<file path="src/rtl/midi_pkg.sv">
// Shared MIDI constants, arbiter state encoding and status-byte length decode.
package midi_pkg;

    localparam logic [7:0] SYSEX_START = 8'hF0;
    localparam logic [7:0] SYSEX_END   = 8'hF7;
    localparam logic [7:0] RT_MIN      = 8'hF8;

    typedef enum logic [1:0] {
        ST_IDLE  = 2'd0,
        ST_LOCK  = 2'd1,
        ST_SYSEX = 2'd2
    } state_t;

    // Total message length including the status byte; 0 marks a SysEx start.
    function automatic logic [1:0] msg_len(input logic [7:0] status);
        logic [1:0] len;
        if (status == SYSEX_START) begin
            len = 2'd0;
        end else if (status == SYSEX_END || status >= RT_MIN) begin
            len = 2'd1;
        end else if (status[7:4] == 4'hF) begin
            case (status[3:0])
                4'h1, 4'h3: len = 2'd2;
                4'h2:       len = 2'd3;
                default:    len = 2'd1;
            endcase
        end else begin
            case (status[7:4])
                4'hC, 4'hD: len = 2'd2;
                default:    len = 2'd3;
            endcase
        end
        return len;
    endfunction

endpackage

</file>
<file path="src/rtl/midi_msg_len.sv">
// Combinational classification of one MIDI byte: status, real-time, SysEx start and message length.
module midi_msg_len
    import midi_pkg::*;
(
    input  logic [7:0] status,
    output logic       is_status,
    output logic       is_rt,
    output logic       is_sysex,
    output logic [1:0] len
);

    assign is_status = status[7];
    assign is_rt     = (status >= RT_MIN);
    assign is_sysex  = (status == SYSEX_START);
    assign len       = msg_len(status);

endmodule

</file>
<file path="src/rtl/midi_merge_arbiter.sv">
// Round-robin merge of four MIDI byte streams into one TX FIFO, locking a source for a whole message.
module midi_merge_arbiter
    import midi_pkg::*;
#(
    parameter int N_SRC        = 4,
    parameter int FIFO_DEPTH   = 4,
    parameter int LOCK_TIMEOUT = 4095
) (
    input  logic                 clk,
    input  logic                 reset_n,
    input  logic [N_SRC-1:0]     req,
    input  logic [8*N_SRC-1:0]   data_i,
    output logic [N_SRC-1:0]     ack,
    input  logic                 stb_rd,
    output logic                 stb_wr,
    output logic [7:0]           data_o,
    output logic [1:0]           grant,
    output logic                 busy,
    output logic                 err_drop,
    output logic                 err_timeout
);

    localparam int OCC_W = $clog2(FIFO_DEPTH + 1);
    localparam int TMR_W = $clog2(LOCK_TIMEOUT + 1);

    state_t             state_r;
    logic [1:0]         rr_r;
    logic [1:0]         grant_r;
    logic [1:0]         remaining_r;
    logic [TMR_W-1:0]   timer_r;
    logic [OCC_W-1:0]   occ_r;
    logic [N_SRC-1:0]   ack_r;
    logic               stb_wr_r;
    logic [7:0]         data_o_r;
    logic               busy_r;
    logic               err_drop_r;
    logic               err_timeout_r;

    logic [N_SRC-1:0]   is_status_s;
    logic [N_SRC-1:0]   is_rt_s;
    logic [N_SRC-1:0]   is_sysex_s;
    logic [1:0]         len_s [N_SRC];

    logic [N_SRC-1:0]   elig_s;
    logic               space_s;
    logic               timeout_s;
    logic               pick_s;
    logic [1:0]         pick_idx_s;
    logic [1:0]         idx_s;
    logic               hit_s;
    logic [7:0]         sel_byte_s;
    logic               sel_status_s;
    logic               sel_rt_s;
    logic               sel_sysex_s;
    logic [1:0]         sel_len_s;
    logic               drop_s;
    logic               wr_s;

    for (genvar g = 0; g < N_SRC; g++) begin : g_dec
        midi_msg_len u_dec (
            .status    (data_i[8*g +: 8]),
            .is_status (is_status_s[g]),
            .is_rt     (is_rt_s[g]),
            .is_sysex  (is_sysex_s[g]),
            .len       (len_s[g])
        );
    end

    // Source selection and accept/drop decision for this cycle.
    always_comb begin
        elig_s     = req & ~ack_r;
        // A write accepted last cycle is not yet counted in occ_r, so reserve its slot.
        space_s    = (({1'b0, occ_r} + {{OCC_W{1'b0}}, stb_wr_r}) < (OCC_W + 1)'(FIFO_DEPTH));
        timeout_s  = (state_r != ST_IDLE) && (timer_r == TMR_W'(LOCK_TIMEOUT - 1));
        pick_s     = 1'b0;
        pick_idx_s = 2'd0;
        idx_s      = 2'd0;
        hit_s      = 1'b0;
        if (state_r == ST_IDLE) begin
            for (int k = 0; k < N_SRC; k++) begin
                idx_s      = rr_r + 2'(k);
                hit_s      = !pick_s && elig_s[idx_s];
                pick_idx_s = hit_s ? idx_s : pick_idx_s;
                pick_s     = pick_s | hit_s;
            end
        end else if (timeout_s) begin
            pick_s = 1'b0;
        end else if (elig_s[grant_r]) begin
            pick_s     = 1'b1;
            pick_idx_s = grant_r;
        end else begin
            // While locked, other sources may only slip in real-time bytes.
            for (int k = 1; k < N_SRC; k++) begin
                idx_s      = grant_r + 2'(k);
                hit_s      = !pick_s && elig_s[idx_s] && is_rt_s[idx_s];
                pick_idx_s = hit_s ? idx_s : pick_idx_s;
                pick_s     = pick_s | hit_s;
            end
        end
        sel_byte_s   = data_i[{pick_idx_s, 3'b000} +: 8];
        sel_status_s = is_status_s[pick_idx_s];
        sel_rt_s     = is_rt_s[pick_idx_s];
        sel_sysex_s  = is_sysex_s[pick_idx_s];
        sel_len_s    = len_s[pick_idx_s];
        drop_s       = pick_s && !sel_status_s && (state_r == ST_IDLE);
        wr_s         = pick_s && !drop_s && space_s;
    end

    // Message-lock FSM, counters and registered outputs.
    always_ff @(posedge clk or negedge reset_n) begin
        if (!reset_n) begin
            state_r       <= ST_IDLE;
            rr_r          <= 2'd0;
            grant_r       <= 2'd0;
            remaining_r   <= 2'd0;
            timer_r       <= {TMR_W{1'b0}};
            occ_r         <= {OCC_W{1'b0}};
            ack_r         <= {N_SRC{1'b0}};
            stb_wr_r      <= 1'b0;
            data_o_r      <= 8'h00;
            busy_r        <= 1'b0;
            err_drop_r    <= 1'b0;
            err_timeout_r <= 1'b0;
        end else begin
            ack_r         <= {N_SRC{1'b0}};
            stb_wr_r      <= 1'b0;
            err_drop_r    <= 1'b0;
            err_timeout_r <= 1'b0;
            case ({stb_wr_r, stb_rd})
                2'b10:   occ_r <= occ_r + OCC_W'(1);
                2'b01:   occ_r <= (occ_r != {OCC_W{1'b0}}) ? occ_r - OCC_W'(1) : occ_r;
                default: occ_r <= occ_r;
            endcase
            if (state_r != ST_IDLE) begin
                timer_r <= timer_r + TMR_W'(1);
            end
            if (timeout_s) begin
                state_r       <= ST_IDLE;
                busy_r        <= 1'b0;
                err_timeout_r <= 1'b1;
                rr_r          <= grant_r + 2'd1;
                timer_r       <= {TMR_W{1'b0}};
            end else if (drop_s) begin
                ack_r[pick_idx_s] <= 1'b1;
                err_drop_r        <= 1'b1;
            end else if (wr_s) begin
                ack_r[pick_idx_s] <= 1'b1;
                stb_wr_r          <= 1'b1;
                data_o_r          <= sel_byte_s;
                if (sel_rt_s) begin
                    if (state_r == ST_IDLE) begin
                        rr_r <= pick_idx_s + 2'd1;
                    end
                end else if (sel_status_s) begin
                    // Any non-real-time status byte starts a fresh message, even mid-lock.
                    timer_r <= {TMR_W{1'b0}};
                    if (sel_sysex_s) begin
                        state_r <= ST_SYSEX;
                        busy_r  <= 1'b1;
                        grant_r <= pick_idx_s;
                    end else if (sel_len_s == 2'd1) begin
                        state_r <= ST_IDLE;
                        busy_r  <= 1'b0;
                        rr_r    <= pick_idx_s + 2'd1;
                    end else begin
                        state_r     <= ST_LOCK;
                        busy_r      <= 1'b1;
                        grant_r     <= pick_idx_s;
                        remaining_r <= sel_len_s - 2'd1;
                    end
                end else begin
                    timer_r <= {TMR_W{1'b0}};
                    if (state_r == ST_LOCK) begin
                        if (remaining_r == 2'd1) begin
                            state_r <= ST_IDLE;
                            busy_r  <= 1'b0;
                            rr_r    <= grant_r + 2'd1;
                        end else begin
                            remaining_r <= remaining_r - 2'd1;
                        end
                    end
                end
            end
        end
    end

    assign ack         = ack_r;
    assign stb_wr      = stb_wr_r;
    assign data_o      = data_o_r;
    assign grant       = grant_r;
    assign busy        = busy_r;
    assign err_drop    = err_drop_r;
    assign err_timeout = err_timeout_r;

endmodule

</file>
<file path="config.mk">
export PLATFORM = sky130hd
export DESIGN_NAME = midi_merge_arbiter
export DESIGN_NICKNAME = d
export VERILOG_FILES = /design/src/rtl/midi_pkg.sv /design/src/rtl/midi_msg_len.sv /design/src/rtl/midi_merge_arbiter.sv
export SDC_FILE = /design/constraint.sdc
export NUM_CORES = 1
export LEC_CHECK = 0
export ABC_AREA = 1
export ABC_CLOCK_PERIOD_IN_PS = 3000
export CORE_MARGIN = 1
export CORE_UTILIZATION = 32
export CTS_BUF_LIST = sky130_fd_sc_hd__clkbuf_4 sky130_fd_sc_hd__clkbuf_8
export CTS_CLUSTER_SIZE = 24
export DETAILED_ROUTE_END_ITERATION = 6
export SYNTH_ARGS = -nofsm -noshare
export SYNTH_HDL_FRONTEND = slang
export SYNTH_SLANG_ARGS = --single-unit
</file>
<file path="constraint.sdc">
create_clock -name clk -period 3 [get_ports clk]
set_clock_uncertainty 0.05 [all_clocks]
set_input_delay 0.3 -clock clk [delete_from_list [all_inputs] [get_ports clk]]
set_output_delay 0.3 -clock clk [all_outputs]
set_load 0.05 [all_outputs]
</file>
# ---- Word level (Yosys, flattened, before mapping)
# Index checks and enable logic that the tools add are counted.
# Widths: inputs -> output; s select.
dict set report word_totals {
  register_bits 39
  in_bits 39
  wordCells 267
}
dict set report classes {
  n_addsub 13
  magnitude_cmp 16
  eq_ne 48
  shift 1
  mux 117
  n_bitwise 11
  reduce_logical 49
}
# operator count
set op_table {}
lappend op_table {{$mux 2} 49}
lappend op_table {{$eq 8x8->1 const B} 8}
lappend op_table {{$mux 12} 5}
lappend op_table {{$eq 4x4->1 const B} 12}
lappend op_table {{$mux 1} 38}
lappend op_table {{$eq 4x2->1 const B} 8}
lappend op_table {{$ge 8x8->1 const B} 4}
lappend op_table {{$shiftx 32x6->8} 1}
lappend op_table {{$bmux 1 s2} 14}
lappend op_table {{$lt 2x3->1 const B} 9}
lappend op_table {{$eq 4x1->1 const B} 4}
lappend op_table {{$pmux 2 s2} 4}
lappend op_table {{$reduce_or 2->1} 8}
lappend op_table {{$logic_and 1x1->1} 14}
lappend op_table {{$ne 2x2->1 const B} 7}
lappend op_table {{$add 12x1->12 const B} 1}
lappend op_table {{$eq 12x12->1 const B} 1}
lappend op_table {{$mux 4} 3}
lappend op_table {{$reduce_bool 3->1} 3}
lappend op_table {{$add 2x2->2 const B} 4}
lappend op_table {{$eq 2x1->1 const B} 4}
lappend op_table {{$reduce_and 8->1} 1}
lappend op_table {{$reduce_bool 2->1} 4}
lappend op_table {{$reduce_bool 4->1} 2}
lappend op_table {{29 further kinds} 47}

# ---- Logic depth before layout (Yosys ltp)
# Gate-level depths: netlist (run 1).
dict set report logic_depth {
  ltp_word 28
  mapped_depth 26
  ltp_nobuf 25
}

# ---- Cells and area by module
# From an unflattened synthesis (run 1), not the netlist that was laid out.
dict set report unflattened {
  cells_unflattened 538
  area_unflattened_um2 3442.1
}
# module instances cells_per_inst area_per_inst_um2 seq_area_each_um2
set modules_own_cells {}
lappend modules_own_cells {midi_merge_arbiter 1 462 3106.7 975.9}
lappend modules_own_cells {midi_msg_len 4 19 83.8 0.0}

# ---- Worst setup path after synthesis (run 1)
# No wires, ideal clock.
dict set report synth_path {
  path_type {reg2reg}
  startpoint {register grant_r[0] (netlist: grant[0])}
  endpoint {register rr_r[1]}
  t_arrival_ns 3.008
  required_time_ns 2.885
  slack_ns -0.123
  stages_incl_launch_ff 24
  n_path_buf 2
  period_less_slack_ns 3.123
  cell_sequence {dfrtp_1 > buf_6 > nor2_2 > nand2_1 > nand2_1 > nor2_2 > nand2_2 > o21ai_1 > nand2_1 > nand2_1 > nand2_1 > a21oi_4 > buf_2 > o21ai_0 > a31oi_1 > a21oi_1 > ha_1 > nand3_1 > nand3_1 > nand2_1 > nand2_1 > nand2_1 > nand2_1 > nand2_1}
}
dict set report synth_between {
  elab_chain_cells 25
  word_cells_on_any_way 71
}
# element line
set synth_lines {}
lappend synth_lines {{from (decl)} midi_merge_arbiter.sv:28} ;# logic [1:0] grant_r;
lappend synth_lines {{from (signal assigned)} midi_merge_arbiter.sv:160} ;# grant_r <= pick_idx_s;
lappend synth_lines {{from (signal assigned)} midi_merge_arbiter.sv:168} ;# grant_r <= pick_idx_s;
lappend synth_lines {{$add 2x1->2} midi_merge_arbiter.sv:94} ;# idx_s = grant_r + 2'(k);
lappend synth_lines {{$bmux 1 s2} midi_merge_arbiter.sv:95} ;# hit_s = !pick_s && elig_s[idx_s] && is_rt_s[idx_s];
lappend synth_lines {{$mux 1 (implied by the code)} midi_merge_arbiter.sv:95}
lappend synth_lines {{$logic_and 1x1->1} midi_merge_arbiter.sv:95}
lappend synth_lines {{$logic_not 1->1} midi_merge_arbiter.sv:95}
lappend synth_lines {{$logic_and 1x1->1 (2 in a row)} midi_merge_arbiter.sv:95}
lappend synth_lines {{$or 1x1->1} midi_merge_arbiter.sv:97} ;# pick_s = pick_s | hit_s;
lappend synth_lines {{$logic_not 1->1} midi_merge_arbiter.sv:95}
lappend synth_lines {{$logic_and 1x1->1 (2 in a row)} midi_merge_arbiter.sv:95}
lappend synth_lines {{$mux 2} midi_merge_arbiter.sv:96} ;# pick_idx_s = hit_s ? idx_s : pick_idx_s;
lappend synth_lines {{$mux 2 *} midi_merge_arbiter.sv:88} ;# end else if (elig_s[grant_r]) begin
lappend synth_lines {{$mux 2 *} midi_merge_arbiter.sv:86} ;# end else if (timeout_s) begin
lappend synth_lines {{$mux 2 *} midi_merge_arbiter.sv:79} ;# if (state_r == ST_IDLE) begin
lappend synth_lines {{net pick_idx_s[1]} midi_merge_arbiter.sv:48} ;# logic [1:0] pick_idx_s;
lappend synth_lines {{parallel branches: the longest is 10 deep, another holds $add 2x1->2} -}
lappend synth_lines {{to (signal assigned)} midi_merge_arbiter.sv:141} ;# rr_r <= grant_r + 2'd1;
lappend synth_lines {{to (signal assigned)} midi_merge_arbiter.sv:152} ;# rr_r <= pick_idx_s + 2'd1;
lappend synth_lines {{to (signal assigned)} midi_merge_arbiter.sv:164} ;# rr_r <= pick_idx_s + 2'd1;
lappend synth_lines {{to (decl)} midi_merge_arbiter.sv:27} ;# logic [1:0] rr_r;
# Mark *: on every way through the listed nets, which the timed path passes. The select of a mux whose other input is x is not followed.
# A chain may end at the register's enable or synchronous reset.

# ---- Worst setup path in the final report (run 1)
dict set report layout_path {
  startpoint {register grant_r[0] (netlist: grant[0])}
  endpoint {register rr_r[0]}
}
dict set report layout_between {
  elab_chain_cells 25
  word_cells_on_any_way 71
}
# element
set layout_lines {}
lappend layout_lines {{parallel branches: the longest is 25 deep, another holds $add 2x1->2}}
# Parallel ways; which one is timed is not known. The select of a mux whose other input is x is not followed.

==> qor.csv, run 1 <==
stage,metric,value,unit
sta,Final Max Slew Viols,0,
route,wire length per cell,13.2,um
floorplan,row count,36,
cells_and_area,layout cell share with drive strength beyond 1,25.6,%
synthesis,syn_nets,560,
sta,period utilisation layout,96.3,%
synthesis,number of synthesized register bits,39,
worst_setup_path,CP endpoint kind,flop,
cells_and_area,Final Net Count,676,
placed_design,DP HPWL,7.58,mm
route,final WL,10.0,mm
synthesis,synth unique cells,41,
synthesis,Synth Instances,512,
synthesis,sequential share of the synthesized area,29.6,%
synthesis,Syn Std Cell Area,3300,um2
cells_and_area,multi-input logic area,2080,um2
global_route,vias in the first global route,3504,
sta,fin crit period,2.89,ns
cells_and_area,"non-filler cells, final",762,
sta,final worst setup slack,0.110,ns
sta,Final setup viols,0,
clock_tree,htree depth,2,
floorplan,Initial Util,33.3,%
worst_setup_path,kind of critical path,flop to flop,
placed_design,RD Place Congestion,0.843,
worst_setup_path,Worst Path Arrival,3.03,ns
sta,FMAX,346,MHz
placed_design,Placed Cells incl. Taps,743,
global_route,grt peak-use layer,met2,
worst_setup_path,Startpoint Class,flop,
clock_tree,CTS tree,built,
clock_tree,Root Buffer,clkbuf_8,
sta,worst slew pin tran,0.927,ns
global_route,largest net degree at the start of global routing,40,
placed_design,PortBufs,56,
global_route,met1 usage,25.5,%
global_route,Congestion Overflow GR,0,
sta,Relative slew margins,38.2,%
global_route,initial antenna violation count,0,
global_route,GRT Total Usage,18.8,%
clock_tree,clk buf depth,2,
worst_setup_path,Crit Path Max Fanout,8,
flow_run,Max-cap violations,0,
placed_design,placed cell area,4360,um2
outcome,status,finished clean,
cells_and_area,register area,985,um2
global_route,global-route wire length before repair,16.4,mm
clock_tree,"Reg clk slew, reported paths",0.08,ns
route,drt drc,0,
route,vias per inst,4.81,
route,post-route ant nets,0,
clock_tree,CTS buffer count,5,
cells_and_area,Filler Cell Count,1019,
clock_tree,cts-stage hold buffer count,0,
floorplan,Chip Height,104,um
placed_design,worst slack at placement,-0.358,ns
floorplan,io pins,57,
route,first-pass detailed-route iteration total,5,
global_route,Global Route met3 Usage,2.33,%
floorplan,die width,104,um
floorplan,CORE AREA,9910,um2
floorplan,die area,10700,um2
sta,RSZ-0062 raised after global routing,true,
sta,final hold violation count,0,
worst_hold_path,worst hold path class,input port to async pin,
sta,minimum hold slack,0.0931,ns
route,DR iter-0 viols,245,
cells_and_area,post-route cell area,4750,um2
cells_and_area,antenna cell count,0,
cells_and_area,P&R area growth vs syn,43.8,%
worst_setup_path,WP data required,3.14,ns
clock_tree,clk_lat worst skew,0.29,ns
route,Vias,3662,
synthesis,Synth Area per Inst,6.45,um2
global_route,M2 GR Usage,31.9,%
synthesis,synth warn,0,
clock_tree,clock sink count,39,
logic make-up after synthesis:
kind of cell,Yosys count,synth area share (%)
AOI/OAI and AO/OA,71,12.0
xor gates and xnor gates,5,1.55
adders and majority gates,9,3.64
buffers and inverters,92,11.9
DFF,39,29.6
and+or+nand+nor,296,41.4
synth_stat cells:
cell | instances | area, um2
o22ai_1 | 2 | 12.5
nor3_2 | 1 | 10.0
o21ai_1 | 6 | 30.0
nor3_1 | 5 | 25.0
nor2_4 | 2 | 22.5
a21oi_1 | 17 | 85.1
fa_1 | 1 | 20.0
o211ai_1 | 1 | 7.51
nand2_4 | 5 | 56.3
inv_1 | 70 | 263
inv_4 | 1 | 6.26
dfrtp_1 | 39 | 976
buf_6 | 5 | 56.3
a31oi_1 | 10 | 62.6
clkbuf_1 | 2 | 7.51
nor2_2 | 12 | 75.1
buf_2 | 3 | 15.0
nand3_4 | 1 | 17.5
and3_1 | 1 | 6.26
xor2_1 | 4 | 35.0
clkinv_1 | 1 | 3.75
o21ai_0 | 31 | 155
or2_1 | 1 | 6.26
nor2_1 | 72 | 270
a311o_1 | 1 | 10.0
nand3_1 | 29 | 145
inv_2 | 9 | 33.8
o2111ai_1 | 1 | 8.76
buf_4 | 1 | 7.51
nor4_1 | 3 | 18.8
nand3b_4 | 1 | 20.0
nand3_2 | 1 | 10.0
xor2_2 | 1 | 16.3
a21o_1 | 1 | 7.51
ha_1 | 8 | 100
nand2_1 | 137 | 514
nand3b_1 | 5 | 37.5
a21oi_4 | 1 | 16.3
nand4_1 | 11 | 68.8
nand4_2 | 1 | 12.5
nand2_2 | 8 | 50.1
layout make-up:
type                    count  share of cell area, %
inverters                  81                   6.56
clock inverters             3                  0.922
flip-flops and latches     39                   20.7
clock buffers               5                   1.45
repair buffers            120                   22.9
well taps                 133                   3.50
multi-input cells         381                   43.9
path summary, 6_finish.rpt:
check / slack, ns / end / cells past startpoint / startpoint
worst max register to register: 0.11 / rr_r[0]$_DFFE_PN0P_ / 24 / grant[0]$_DFFE_PN0P_
max in group asynchronous: 2.18 / grant[1]$_DFFE_PN0P_ / 1 / reset_n
min in group clk: 0.38 / data_o[4]$_DFFE_PN0P_ / 3 / data_i[20]
worst max-delay path: 0.11 / rr_r[0]$_DFFE_PN0P_ / 24 / grant[0]$_DFFE_PN0P_
worst min register to register: 0.43 / remaining_r[1]$_DFFE_PN0P_ / 2 / remaining_r[1]$_DFFE_PN0P_
worst min-delay path: 0.09 / occ_r[1]$_DFFE_PN0P_ / 1 / reset_n
layer usage:
metal / vias to the layer above / share of wire, %
met1: 1700 / 47
met4: 0 / 0.54
met2: 99 / 48
met5: - / 0
met3: 2 / 4.2
li1: 1861 / -
flip-flops by register name (all words and copies together), names as in the netlist, 2 cells and up:
signal and cells:
timer_r 12, grant 2, rr_r 2, data_o 8, ack 4, remaining_r 2, occ_r 3, state_r 2
critical path: stages, from the launching register on:
cell     delay (ns)
dfrtp_2        0.50
buf_6          0.17
nor2_4         0.14
nand2_1        0.06
nand2_1        0.08
nor2_2         0.04
nand2_2        0.12
buf_6          0.11
nand4_1        0.06
nand2_1        0.07
inv_1          0.04
nand2_1        0.06
nand2_2        0.07
a21oi_4        0.19
buf_6          0.12
a21oi_2        0.03
a21oi_1        0.17
ha_2           0.21
nand3_2        0.09
nand3_4        0.09
nand2_4        0.07
nand2_4        0.09
nand2_4        0.05
nand2_1        0.06
nand2_1        0.05
layout by cell type, fill, tap and decap left out, types with 7 or more instances in the layout:
cell / count
dlymetal6s2s_1: 10
inv_2: 10
nor2_4: 7
nand2_4: 8
buf_4: 57
inv_1: 69
dfrtp_1: 32
nand4_1: 11
nor2_1: 65
clkdlybuf4s50_1: 45
nand2_1: 118
nand3_1: 27
nand2_2: 24
o21ai_0: 29
a21oi_1: 15
dfrtp_2: 7
a31oi_1: 10
nor2_2: 14
ha_1: 7
repair_timing:
| action | CTS | global route |
|---|---|---|
| gates resized for setup | 3 | 65 |
| endpoints found under the setup margin | 2 | 34 |
| gates cloned | 0 | 1 |
| setup buffers | 0 | 10 |
| endpoints found under the hold margin | 0 | 0 |
| pin swaps | 1 | 27 |
through the flow:
step	util, %	TNS (ns)
6_report	47.9	0
5_1_grt	47.9	-0.360
4_1_cts	45.2	0
3_5_place_dp	44.0	-5.77
3_3_place_gp	44.0	-6.31
2_1_floorplan	-	0
Power of run 1 is left out: the tool's default activity adds up to more than one toggle a clock period on the data nets, which glitch-free logic cannot reach.
==> inputs of run 2 (changes only) <==
GPL_ROUTABILITY_DRIVEN = 0   (was unset)
==> qor.csv, run 2 (synthesis results as in run 1) <==
stage,metric,value,unit
floorplan,Chip Height,104,um
placed_design,placed cell area,4340,um2
global_route,Global Route met3 Usage,2.20,%
sta,FMAX,348,MHz
worst_setup_path,Crit Path Max Fanout,9,
cells_and_area,post-route cell area,4780,um2
global_route,initial antenna violation count,0,
sta,final worst setup slack,0.126,ns
placed_design,Placed Cells incl. Taps,743,
cells_and_area,layout cell share with drive strength beyond 1,26.9,%
cells_and_area,"non-filler cells, final",766,
sta,Fin Setup TNS,0,ns
worst_setup_path,crit-path most repeated cell,nand2_1,
clock_tree,clk_lat worst skew,0.31,ns
cells_and_area,Top reg by flops,timer_r,
cells_and_area,P&R area growth vs syn,44.7,%
sta,period utilisation layout,95.8,%
cells_and_area,max reg flops,12,
sta,RSZ-0062 raised after global routing,true,
worst_setup_path,CP max stage delay,0.48,ns
global_route,M2 GR Usage,31.7,%
cells_and_area,most frequent cells in the layout,"nand2_1 (115), inv_1 (69), nor2_1 (64), buf_4 (64), clkdlybuf4s50_1 (43)",
global_route,GRT Total Usage,18.4,%
clock_tree,CTS tree,built,
floorplan,die area,10700,um2
floorplan,Initial Util,33.3,%
placed_design,worst slack at placement,-0.337,ns
floorplan,die width,104,um
global_route,global-route wire length before repair,16.0,mm
worst_setup_path,Bufs and invs on worst path,5,
global_route,largest net degree at the start of global routing,40,
clock_tree,htree depth,2,
worst_setup_path,CP endpoint kind,flop,
route,DR iter-0 viols,166,
clock_tree,CTS buffer count,5,
route,first-pass detailed-route iteration total,5,
clock_tree,cts-stage hold buffer count,0,
cells_and_area,antenna cell count,0,
worst_setup_path,reg2reg setup slack,0.13,ns
worst_setup_path,Worst Path Arrival,3.08,ns
global_route,vias in the first global route,3411,
worst_setup_path,kind of critical path,flop to flop,
worst_setup_path,WP data required,3.20,ns
floorplan,row count,36,
sta,final hold violation count,0,
sta,Final Max Slew Viols,0,
outcome,status,finished clean,
sta,fin crit period,2.87,ns
worst_hold_path,worst hold path class,input port to async pin,
route,post-route ant nets,0,
cells_and_area,Filler Cell Count,1001,
clock_tree,clk buf depth,2,
clock_tree,clock sink count,39,
sta,worst slew pin tran,0.905,ns
global_route,Congestion Overflow GR,0,
clock_tree,"Reg clk slew, reported paths",0.09,ns
route,vias per inst,4.70,
cells_and_area,"most common cell after layout, fill and taps aside",nand2_1,
global_route,met1 usage,24.3,%
clock_tree,Root Buffer,clkbuf_8,
floorplan,io pins,57,
placed_design,DP HPWL,7.49,mm
floorplan,CORE AREA,9910,um2
sta,Final setup viols,0,
route,Vias,3598,
route,final WL,9.81,mm
route,wire length per cell,12.8,um
global_route,grt peak-use layer,met2,
placed_design,PortBufs,56,
flow_run,Max-cap violations,0,
worst_setup_path,"slowest stage cell, crit path",dfrtp_2,
worst_setup_path,"Largest delay share family, worst path",simple AND/OR/NAND/NOR gates,
route,drt drc,0,
worst_setup_path,crit path cell chain,"buf_6, nor2_2, nand3_1, nand2_2, nand2_1, nand2_2, inv_1, nand2_1, nand2_1, nand2_2, nand2_4, nand2_4, buf_6, o22ai_4, nor2_2, a21oi_2, ha_2, inv_1, nand4_1, buf_4, nor2_1, nand3_1, nand2_1",
worst_setup_path,Startpoint Class,flop,
sta,Relative slew margins,39.6,%
cells_and_area,Final Net Count,680,
## run 2: cell types whose count changed in the layout (fill, tap and decap cells not counted), moves of 2 or more
cell and change:
dlymetal6s2s_1 +2, buf_4 +7, nand2_1 -3, nand2_2 +5
nand3_2 +2, o21ai_0 -2, clkdlybuf4s50_1 -2, nand2_4 -2
## run 2: what timing repair did
item | in CTS | in global routing
gates cloned | 0 | 0
buffers inserted | 2 | 13
endpoints found under the setup margin | 2 | 33
gates resized for setup | 2 | 72
pin swaps | 0 | 33
## run 2: final cells by class
class                   instances  area (um2)  share of cell area (%)
clock buffers                   5        68.8                    1.44
clock inverters                 3        43.8                   0.916
inverters                      81         309                    6.47
multi-input cells             381        2090                    43.8
flip-flops and latches         39         985                    20.6
well taps                     133         166                    3.48
repair buffers                124        1110                    23.3
## run 2: per-layer routing
metal,up-vias,wire length [um]
li1,1864,-
met1,1649,4590
met2,79,4740
met3,6,380
met4,0,100
met5,-,0
## run 2: final timing paths
kind	to	start	cells past startpoint
max	state_r[0]$_DFFE_PN0P_	grant[0]$_DFFE_PN0P_	23
min	occ_r[1]$_DFFE_PN0P_	reset_n	1
max reg2reg	state_r[0]$_DFFE_PN0P_	grant[0]$_DFFE_PN0P_	23
min reg2reg	remaining_r[1]$_DFFE_PN0P_	remaining_r[1]$_DFFE_PN0P_	2
max in group asynchronous	grant[1]$_DFFE_PN0P_	reset_n	1
min in group clk	data_o[6]$_DFFE_PN0P_	data_i[30]	3
## run 2: metrics by stage
stage	hold slack [ns]	util, %
2_1_floorplan	-0.0456	-
3_3_place_gp	0.409	43.8
3_5_place_dp	0.417	43.8
4_1_cts	0.101	45.2
5_1_grt	0.153	48.2
6_report	0.0713	48.2
Power of run 2 is left out for the same reason.
==> inputs of run 3 (changes only) <==
CTS_CLUSTER_SIZE = unset   (was 24)
PLACE_DENSITY = 0.52   (was unset)
==> qor.csv, run 3 (synthesis results as in run 1) <==
stage,metric,value,unit
clock_tree,cts-stage hold buffer count,0,
sta,fin crit period,2.90,ns
floorplan,die width,104,um
clock_tree,clock sink count,39,
global_route,Congestion Overflow GR,0,
route,post-route ant nets,0,
cells_and_area,register area,985,um2
global_route,grt peak-use layer,met2,
global_route,vias in the first global route,3489,
clock_tree,CTS tree,built,
sta,Final Max Slew Viols,0,
clock_tree,"Reg clk slew, reported paths",0.08,ns
floorplan,row count,36,
cells_and_area,"most common cell after layout, fill and taps aside",nand2_1,
worst_setup_path,Startpoint Class,flop,
cells_and_area,layout cell share with drive strength beyond 1,25.9,%
flow_run,Max-cap violations,0,
route,vias per inst,4.69,
cells_and_area,Final Core Density,48.1,%
cells_and_area,most frequent cells in the layout,"nand2_1 (121), inv_1 (69), nor2_1 (65), buf_4 (63), clkdlybuf4s50_1 (45)",
cells_and_area,Top reg by flops,timer_r,
route,final WL,10.2,mm
clock_tree,CTS buffer count,5,
sta,period utilisation layout,96.6,%
worst_setup_path,Crit Path Max Fanout,5,
worst_hold_path,worst hold path class,input port to async pin,
sta,Fin Setup TNS,0,ns
global_route,initial antenna violation count,0,
global_route,M2 GR Usage,32.6,%
floorplan,io pins,57,
floorplan,die area,10700,um2
global_route,largest net degree at the start of global routing,40,
global_route,GRT Total Usage,18.9,%
cells_and_area,Final Net Count,679,
sta,FMAX,345,MHz
route,drt drc,0,
floorplan,Initial Util,33.3,%
placed_design,PortBufs,56,
clock_tree,htree depth,2,
cells_and_area,P&R area growth vs syn,44.4,%
floorplan,CORE AREA,9910,um2
global_route,Global Route met3 Usage,2.77,%
cells_and_area,multi-input logic area,2080,um2
sta,Final setup viols,0,
sta,RSZ-0062 raised after global routing,true,
sta,worst slew pin tran,0.917,ns
placed_design,DP HPWL,7.74,mm
route,first-pass detailed-route iteration total,4,
cells_and_area,max reg flops,12,
worst_setup_path,kind of critical path,flop to flop,
clock_tree,clk_lat worst skew,0.30,ns
cells_and_area,Filler Cell Count,1027,
sta,Relative slew margins,38.9,%
worst_setup_path,WP data required,3.14,ns
worst_setup_path,Worst Path Arrival,3.04,ns
route,DR iter-0 viols,173,
floorplan,Chip Height,104,um
sta,final hold violation count,0,
route,wire length per cell,13.3,um
cells_and_area,antenna cell count,0,
clock_tree,Root Buffer,clkbuf_8,
global_route,global-route wire length before repair,16.4,mm
clock_tree,clk buf depth,2,
outcome,status,finished clean,
global_route,met1 usage,24.8,%
route,Vias,3591,
worst_setup_path,CP endpoint kind,flop,
run 3: cell count changes in the layout (fill, tap and decap cells not counted), moves of 2 or more:
| cell | previous run | this run |
|---|---|---|
| nand2_1 | 115 | 121 |
| nand2_2 | 29 | 25 |
| clkdlybuf4s50_1 | 43 | 45 |
| dlymetal6s2s_1 | 12 | 10 |
run 3: metal layers:
metal,wire length [um],vias to the layer above
li1,-,1864
met1,4840,1632
met2,4810,78
met3,386,17
met4,153,0
met5,0,-
run 3: timing repair:
action | CTS | global route
buffers inserted | 0 | 13
setup endpoints to repair | 7 | 33
gates cloned | 0 | 1
gates resized for setup | 3 | 61
pin swaps | 1 | 27
run 3: final cells by class:
type,count,area share (%)
clock buffers,6,1.60
clock inverters,2,1.26
inverters,81,6.48
multi-input cells,382,43.7
flip-flops and latches,39,20.7
well taps,133,3.49
repair buffers,122,22.8
run 3: worst paths after layout:
kind	from	end	slack [ns]	depth (start not counted)
setup / recovery	grant[0]$_DFFE_PN0P_	rr_r[0]$_DFFE_PN0P_	0.10	24
hold / removal	reset_n	err_timeout$_DFF_PN0_	0.09	1
setup reg to reg	grant[0]$_DFFE_PN0P_	rr_r[0]$_DFFE_PN0P_	0.10	24
hold reg to reg	remaining_r[1]$_DFFE_PN0P_	remaining_r[1]$_DFFE_PN0P_	0.43	2
max in group asynchronous	reset_n	rr_r[0]$_DFFE_PN0P_	2.19	1
min in group clk	data_i[22]	data_o[6]$_DFFE_PN0P_	0.37	3
run 3: critical path: stages, from the launching register on:
cell and delay [ns]:
dfrtp_2 0.48, buf_6 0.14, nand2_1 0.07, inv_2 0.05, nor2_4 0.12, inv_2 0.05, nand2_1 0.09, nand2_2 0.09
nor2_2 0.13, nor2_1 0.06, nor2_2 0.11, nand2_2 0.11, nand2_4 0.14, nand2_2 0.06, o22ai_2 0.13, nor2_2 0.06
a21oi_2 0.14, ha_2 0.20, nand3_2 0.07, nand3_2 0.09, nand2_2 0.06, nand2_2 0.09, nand2_2 0.06, nand2_1 0.06
nand2_1 0.05
run 3: stage by stage:
step                worst slack, ns  cells  instance area, um2  hold slack (ns)
floorplan                    0.0485    512                3310          -0.0456
global placement             -0.427    743                4340            0.409
detailed placement           -0.451    743                4340            0.414
CTS                         0.00354    751                4490            0.117
global route                -0.0750    765                4770            0.149
finish                        0.103    765                4770           0.0851
Power of run 3 is left out for the same reason.
